**src/rtl/bitstream_pkg.sv**
```systemverilog
// Shared types and default widths for the bitstreamer frame scheduler.
// Descriptor fields are packed {data, phase, repeat} in the FIFO word.
package bitstream_pkg;

    localparam int DEF_DATALEN = 64;
    localparam int DEF_CNTLEN  = 8;
    localparam int DEF_GAPLEN  = 16;
    localparam int DEF_TOLEN   = 16;
    localparam int DEF_DEPTH   = 4;
    localparam int REPLEN      = 8;

    typedef enum logic [2:0] {
        IDLE      = 3'd0,
        LOAD      = 3'd1,
        START     = 3'd2,
        WAIT_RUN  = 3'd3,
        WAIT_DONE = 3'd4,
        GAP       = 3'd5,
        ERROR     = 3'd6
    } sched_state_t;

    function automatic int desc_width(input int datalen, input int cntlen);
        return datalen + cntlen + REPLEN;
    endfunction

endpackage

```
**src/rtl/desc_fifo.sv**
```systemverilog
// Small synchronous descriptor FIFO with show-ahead head word and fill level.
// Pointers carry one extra wrap bit so full/empty need no separate flag.
module desc_fifo #(
    parameter int WIDTH = 80,
    parameter int DEPTH = 4
) (
    input  logic                   clk,
    input  logic                   rst_n,
    input  logic                   push,
    input  logic [WIDTH-1:0]       wr_data,
    input  logic                   pop,
    output logic [WIDTH-1:0]       rd_data,
    output logic                   full,
    output logic                   empty,
    output logic [$clog2(DEPTH):0] level
);

    localparam int AW = $clog2(DEPTH);

    logic [WIDTH-1:0] mem [DEPTH];
    logic [AW:0]      wr_ptr_reg;
    logic [AW:0]      rd_ptr_reg;
    logic             do_push;
    logic             do_pop;

    assign empty   = (wr_ptr_reg == rd_ptr_reg);
    assign full    = (wr_ptr_reg[AW] != rd_ptr_reg[AW]) &&
                     (wr_ptr_reg[AW-1:0] == rd_ptr_reg[AW-1:0]);
    assign level   = wr_ptr_reg - rd_ptr_reg;
    assign do_push = push && !full;
    assign do_pop  = pop && !empty;

    // Storage has no reset so it can map onto distributed RAM.
    always_ff @(posedge clk) begin
        if (do_push) begin
            mem[wr_ptr_reg[AW-1:0]] <= wr_data;
        end
    end

    assign rd_data = mem[rd_ptr_reg[AW-1:0]];

    always_ff @(posedge clk or negedge rst_n) begin
        if (!rst_n) begin
            wr_ptr_reg <= '0;
            rd_ptr_reg <= '0;
        end else begin
            if (do_push) begin
                wr_ptr_reg <= wr_ptr_reg + 1'b1;
            end
            if (do_pop) begin
                rd_ptr_reg <= rd_ptr_reg + 1'b1;
            end
        end
    end

endmodule

```
**src/rtl/bitstream_sched.sv**
```systemverilog
// Frame scheduler for the bitstreamer core: queues descriptors, issues start
// pulses, tracks sysrun, inserts inter-frame gaps and recovers from stalls.
module bitstream_sched
    import bitstream_pkg::*;
#(
    parameter int DATALEN = DEF_DATALEN,
    parameter int CNTLEN  = DEF_CNTLEN,
    parameter int DEPTH   = DEF_DEPTH,
    parameter int GAPLEN  = DEF_GAPLEN,
    parameter int TOLEN   = DEF_TOLEN
) (
    input  logic                   clk,
    input  logic                   rst_n,
    input  logic                   enable,
    input  logic                   desc_valid,
    output logic                   desc_ready,
    input  logic [DATALEN-1:0]     desc_data,
    input  logic [CNTLEN-1:0]      desc_phase,
    input  logic [7:0]             desc_repeat,
    input  logic [GAPLEN-1:0]      gap_cycles,
    input  logic [TOLEN-1:0]       timeout_cycles,
    input  logic                   clr_err,
    output logic [DATALEN-1:0]     bs_datain,
    output logic [CNTLEN-1:0]      bs_phase_delay,
    output logic                   bs_start,
    output logic                   bs_rst,
    input  logic                   bs_sysrun,
    output logic                   busy,
    output logic                   frame_done,
    output logic                   err_timeout,
    output logic [$clog2(DEPTH):0] fifo_level
);

    localparam int DW = desc_width(DATALEN, CNTLEN);

    sched_state_t state_reg, state_next;

    logic [DW-1:0]      fifo_wr_data;
    logic [DW-1:0]      fifo_rd_data;
    logic               fifo_full;
    logic               fifo_empty;
    logic               fifo_push;
    logic               fifo_pop;

    logic [DATALEN-1:0] head_data;
    logic [CNTLEN-1:0]  head_phase;
    logic [REPLEN-1:0]  head_repeat;

    logic [DATALEN-1:0] bs_datain_reg;
    logic [CNTLEN-1:0]  bs_phase_reg;
    logic               bs_rst_reg;
    logic               err_timeout_reg;
    logic               frame_done_reg;
    logic [REPLEN-1:0]  rep_cnt_reg;
    logic [TOLEN-1:0]   to_cnt_reg;
    logic [GAPLEN-1:0]  gap_cnt_reg;
    logic [TOLEN:0]     to_elapsed;
    logic               can_load;

    assign fifo_wr_data = {desc_data, desc_phase, desc_repeat};
    assign fifo_push    = desc_valid && !fifo_full;
    assign fifo_pop     = (state_reg == LOAD);
    assign desc_ready   = !fifo_full;

    assign head_data   = fifo_rd_data[DW-1 -: DATALEN];
    assign head_phase  = fifo_rd_data[REPLEN +: CNTLEN];
    assign head_repeat = fifo_rd_data[REPLEN-1:0];

    desc_fifo #(
        .WIDTH (DW),
        .DEPTH (DEPTH)
    ) u_desc_fifo (
        .clk     (clk),
        .rst_n   (rst_n),
        .push    (fifo_push),
        .wr_data (fifo_wr_data),
        .pop     (fifo_pop),
        .rd_data (fifo_rd_data),
        .full    (fifo_full),
        .empty   (fifo_empty),
        .level   (fifo_level)
    );

    // Elapsed WAIT_RUN cycles including the current one, so a zero timeout
    // trips on the very first cycle without sysrun.
    assign to_elapsed = {1'b0, to_cnt_reg} + (TOLEN+1)'(1);
    assign can_load   = enable && !fifo_empty;

    always_comb begin
        state_next = state_reg;
        case (state_reg)
            IDLE: begin
                if (can_load) begin
                    state_next = LOAD;
                end
            end
            LOAD:  state_next = START;
            START: state_next = WAIT_RUN;
            WAIT_RUN: begin
                if (bs_sysrun) begin
                    state_next = WAIT_DONE;
                end else if (to_elapsed >= {1'b0, timeout_cycles}) begin
                    state_next = ERROR;
                end
            end
            WAIT_DONE: begin
                if (!bs_sysrun) begin
                    state_next = GAP;
                end
            end
            GAP: begin
                if (gap_cnt_reg >= gap_cycles) begin
                    if (rep_cnt_reg != '0) begin
                        state_next = START;
                    end else if (can_load) begin
                        state_next = LOAD;
                    end else begin
                        state_next = IDLE;
                    end
                end
            end
            ERROR: begin
                if (clr_err) begin
                    state_next = IDLE;
                end
            end
            default: state_next = IDLE;
        endcase
    end

    always_ff @(posedge clk or negedge rst_n) begin
        if (!rst_n) begin
            state_reg <= IDLE;
        end else begin
            state_reg <= state_next;
        end
    end

    // Core-facing data is captured on entry to LOAD so it leads bs_start
    // by a full cycle and stays put through every repeat.
    always_ff @(posedge clk or negedge rst_n) begin
        if (!rst_n) begin
            bs_datain_reg <= '0;
            bs_phase_reg  <= '0;
            rep_cnt_reg   <= '0;
        end else begin
            if (state_next == LOAD) begin
                bs_datain_reg <= head_data;
                bs_phase_reg  <= head_phase;
                rep_cnt_reg   <= head_repeat;
            end else if (state_reg == GAP && state_next == START) begin
                rep_cnt_reg <= rep_cnt_reg - 1'b1;
            end
        end
    end

    always_ff @(posedge clk or negedge rst_n) begin
        if (!rst_n) begin
            to_cnt_reg  <= '0;
            gap_cnt_reg <= '0;
        end else begin
            if (state_reg == START) begin
                to_cnt_reg <= '0;
            end else if (state_reg == WAIT_RUN) begin
                to_cnt_reg <= to_cnt_reg + 1'b1;
            end
            if (state_reg == WAIT_DONE) begin
                gap_cnt_reg <= '0;
            end else if (state_reg == GAP) begin
                gap_cnt_reg <= gap_cnt_reg + 1'b1;
            end
        end
    end

    // bs_rst resets high and falls on the first edge after reset release.
    always_ff @(posedge clk or negedge rst_n) begin
        if (!rst_n) begin
            bs_rst_reg      <= 1'b1;
            err_timeout_reg <= 1'b0;
            frame_done_reg  <= 1'b0;
        end else begin
            bs_rst_reg      <= (state_next == ERROR);
            err_timeout_reg <= (state_next == ERROR);
            frame_done_reg  <= (state_reg == WAIT_DONE) && !bs_sysrun;
        end
    end

    assign bs_datain      = bs_datain_reg;
    assign bs_phase_delay = bs_phase_reg;
    assign bs_start       = (state_reg == START);
    assign bs_rst         = bs_rst_reg;
    assign err_timeout    = err_timeout_reg;
    assign frame_done     = frame_done_reg;
    assign busy           = (state_reg != IDLE) || !fifo_empty;

endmodule

```
**config.mk**
```make
export PLATFORM = sky130hd
export DESIGN_NAME = bitstream_sched
export DESIGN_NICKNAME = d
export VERILOG_FILES = /design/src/rtl/bitstream_pkg.sv /design/src/rtl/desc_fifo.sv /design/src/rtl/bitstream_sched.sv
export SDC_FILE = /design/constraint.sdc
export NUM_CORES = 1
export LEC_CHECK = 0
export ABC_AREA = 0
export CORE_MARGIN = 4
export CORE_UTILIZATION = 40
export DETAILED_ROUTE_END_ITERATION = 6
export PLACE_DENSITY = 0.62
export REMOVE_ABC_BUFFERS = 1
export SLEW_MARGIN = 20
export SYNTH_ARGS = -nofsm -noshare
export SYNTH_HDL_FRONTEND = slang
export SYNTH_SLANG_ARGS = --single-unit
```
**constraint.sdc**
```tcl
create_clock -name clk -period 3.7 [get_ports clk]
set_input_delay 0.74 -clock clk [delete_from_list [all_inputs] [get_ports clk]]
set_output_delay 0.74 -clock clk [all_outputs]
set_load 0.05 [all_outputs]
```
==> impl_metrics.csv <==
group,metric,value,unit
sta,min_period,3.57,ns
route,drt_iter0_drc,555,
pwr,powerDensity,855,mW/mm²
pwr,leakage,8.55,nW
route,drc,0,
setup_path,worst-setup-path-type,"reg -> reg",
place,post-dp-hpwl,22900,µm
sta,finalSetupViolCount,0,
setup_path,cp_cell_sequence,"buf_4 -> and3_4 -> nand3_4 -> nor4_4 -> buf_4 -> nand3_2 -> xnor2_2 -> ha_1 -> a21o_1 -> a211o_1 -> a31oi_1 -> o21ai_2 -> a31oi_2 -> and3_4 -> buf_12 -> buf_6 -> mux2_4",
clock_tree,cts_tree,"built",
setup_path,crit_family,"compound AO/OA/AOI/OAI gates",
setup_path,worstPathRequired,4.16,ns
floorplanning,core_area,0.0454,mm²
clock_tree,clk_path_buf_depth,3,
yosys,ys_ff_latch,444,
outcome,status,"finished clean",
floorplanning,start_util,40.5,%
yosys,synth-seq-area-share,69.2,%
setup_path,max_stage_delay,0.35,ns
sta,slew_headroom,42.4,%
setup_path,end_kind,"register",
clock_tree,clkSinkCount,444,
yosys,yosysWarnings,0,
route,wl_per_cell,20.6,µm
floorplanning,die-area,0.0494,mm²
setup_path,cp.arrival,4.03,ns
sta,skew,0.0138,ns
route,drt_pass1_iterations,5,
yosys,synth_area_leaders,"edfxtp_1 52%, dfrtp_1 17%, mux4_2 9.8%, mux2_4 6.5%, ha_1 2.9%",
setup_path,critPathSlowestCell,"dfrtp_1",
finish,nNetsFinal,1413,
finish,fillers,3769,
floorplanning,die_w,222,µm
clock_tree,path_clk_slew,0.06,ns
clock_tree,cts-root-buf,"clkbuf_16",
route,ant_nets,0,
yosys,syn_inst,993,
route,vias,9482,
floorplanning,rows,78,
sta,finalHoldViolCount,0,
floorplanning,die_h,222,µm
flow_run,max_cap_viol_count,0,
route,drt-total-wl,38900,µm
global_route,grt_usage,15.4,%
sta,drv_slew,0,
global_route,grt_pass1_vias,10100,
finish,final_common_cell,"edfxtp_1",
global_route,overflow,0,
global_route,grt_max_degree,82,
finish,area_delta_synth_final,25.8,%
yosys,synth_area_leader_cell,"edfxtp_1",
sta,finalCritPeriodShare,96.5,%
place,port_buffers,198,
global_route,antenna_found_initial,5,
setup_path,path_buf_inv,4,
setup_path,cp_max_fo,8,
sta,fmax,280,MHz
sta,hold_ws,0.107,ns
finish,final_layout_size_suffix_gt1_share,25.0,%
min_path,hold_class,"in -> async",
setup_path,cp-start-kind,"register",
finish,largest_register_ffs,320,
floorplanning,ios,199,
setup_path,worstRegToRegCells,17,
clock_tree,insertion_delay,0.57,ns
yosys,synthDistinctLibCells,57,
yosys,syn_area,0.0184,mm²
place,place.gp.congestion,0.775,
pwr,irDropWorstVdd,0.622,mV
clock_tree,cts-htree-levels,2,
clock_tree,cts_made_buffers,47,
global_route,grt_pass1_wl,59400,µm
finish,layout_common_cells,"320 x edfxtp_1, 197 x clkdlybuf4s50_1, 121 x dfrtp_1, 80 x mux4_2, 80 x mux2_4",
finish,final_util,50.9,%
yosys,avgSynthCellArea,18.5,µm²
setup_path,cp.depth,17,
route,viasPerCell,5.01,
sta,worst_slew_pin_slew,0.864,ns
yosys,yosysTopAreaCellShare,52.3,%
-- final cells by class --
class | instances | area, µm² | area share (%)
sequential | 444 | 12700 | 55.1
clock inverter | 19 | 213 | 0.921
multi-input combinational | 468 | 5280 | 22.9
inverter | 42 | 158 | 0.683
clock buffer | 68 | 1400 | 6.05
tap | 600 | 751 | 3.25
timing repair buffer | 249 | 2570 | 11.1
antenna | 2 | 5.00 | 0.0217
-- worst paths after layout --
path	from	end	slack (ns)
max reg2reg	to_cnt_reg[0]	bs_datain[26]	0.13
max in group asynchronous	rst_n	bs_datain[7]	2.70
min	rst_n	to_cnt_reg[6]	0.11
max	to_cnt_reg[0]	bs_datain[26]	0.13
min reg2reg	bs_phase_delay[5]	bs_phase_delay[5]	0.51
min in group clk	bs_phase_delay[5]	bs_phase_delay[5]	0.51
-- worst register-to-register path: cells and delay by family (launching register included) --
family	cells	cell delay, ns
xor gates and xnor gates	1	0.17
DFF	1	0.35
and+or+nand+nor	5	0.86
muxes	1	0.31
adders and majority gates	1	0.19
AOI/OAI and AO/OA	5	0.93
buffers and inverters	4	0.65
-- synth_stat cells (all sizes together) --
| library cell | number |
|---|---|
| fa | 1 |
| nand2 | 50 |
| or4 | 1 |
| and2 | 3 |
| nor2b | 2 |
| dfrtp | 123 |
| o21ai | 30 |
| a21oi | 12 |
| buf | 29 |
| nand3b | 1 |
| a22o | 3 |
| nand2b | 5 |
| a311oi | 1 |
| and4 | 1 |
| mux2 | 80 |
| clkbuf | 10 |
| o211ai | 3 |
| and3 | 12 |
| o2111ai | 1 |
| nor4 | 3 |
| nor3b | 2 |
| xor2 | 12 |
| o221ai | 1 |
| nand4b | 2 |
| nor2 | 34 |
| a21o | 4 |
| mux2i | 11 |
| a31oi | 2 |
| edfxtp | 320 |
| nand3 | 26 |
| dfstp | 1 |
| a211o | 2 |
| nor3 | 7 |
| o21a | 1 |
| ha | 42 |
| o22ai | 1 |
| xnor2 | 19 |
| nand4 | 7 |
| o31a | 1 |
| a211oi | 4 |
| inv | 42 |
| a2111oi | 1 |
| mux4 | 80 |
-- where the power goes --
| part | switching (W) | leakage (nW) | internal, W |
|---|---|---|---|
| clock network | 0.00191 | 0.791 | 0.00291 |
| logic | 0.00414 | 3.30 | 0.00335 |
| registers | 0.000638 | 4.46 | 0.00680 |
| total | 0.00669 | 8.55 | 0.0131 |
-- routing by layer --
| layer | wire [µm] | part of all wire, % | up-vias | track usage (%) |
|---|---|---|---|---|
| met4 | 827 | 2.1 | 6 | 4.42 |
| met1 | 17000 | 44 | 4843 | 20.5 |
| met2 | 18700 | 48 | 210 | 25.0 |
| met3 | 2320 | 6.0 | 65 | 4.25 |
| met5 | 47 | 0.12 | - | 0 |
| li1 | - | - | 4358 | - |
-- timing repair --
item / 4_1_cts / 5_1_grt
resized for setup: 3 / 22
gates cloned: 0 / 6
setup buffers: 0 / 6
endpoints found under the setup margin: 22 / 80
hold buffers: 0 / 0
pin swaps: 0 / 13
endpoints found under the hold margin: 0 / 0
-- per-stage QoR --
stage / power, W / instance area (µm²) / setup TNS (ns) / worst slack [ns] / std cells
finish: 0.0198 / 23100 / 0 / 0.129 / 1892
global route: 0.0207 / 23100 / -0.135 / -0.0127 / 1890
global placement: 0.0149 / 21200 / 0 / 0.00565 / 1791
floorplan: 0.0126 / 18000 / -1153.12 / -3.04 / 954
detailed placement: 0.0149 / 21200 / -0.434 / -0.0252 / 1791
CTS: 0.0199 / 22800 / 0 / 0.000720 / 1878
-- kinds of logic after synthesis --
logic type / after synthesis / synth area share (%)
simple gates: 156 / 4.30
mux: 171 / 17.0
flops: 444 / 69.2
fa+ha+maj: 43 / 2.97
buf+inv: 81 / 2.71
compound gates: 67 / 2.30
xor+xnor: 31 / 1.52
(Power assumes the default switching activity.)
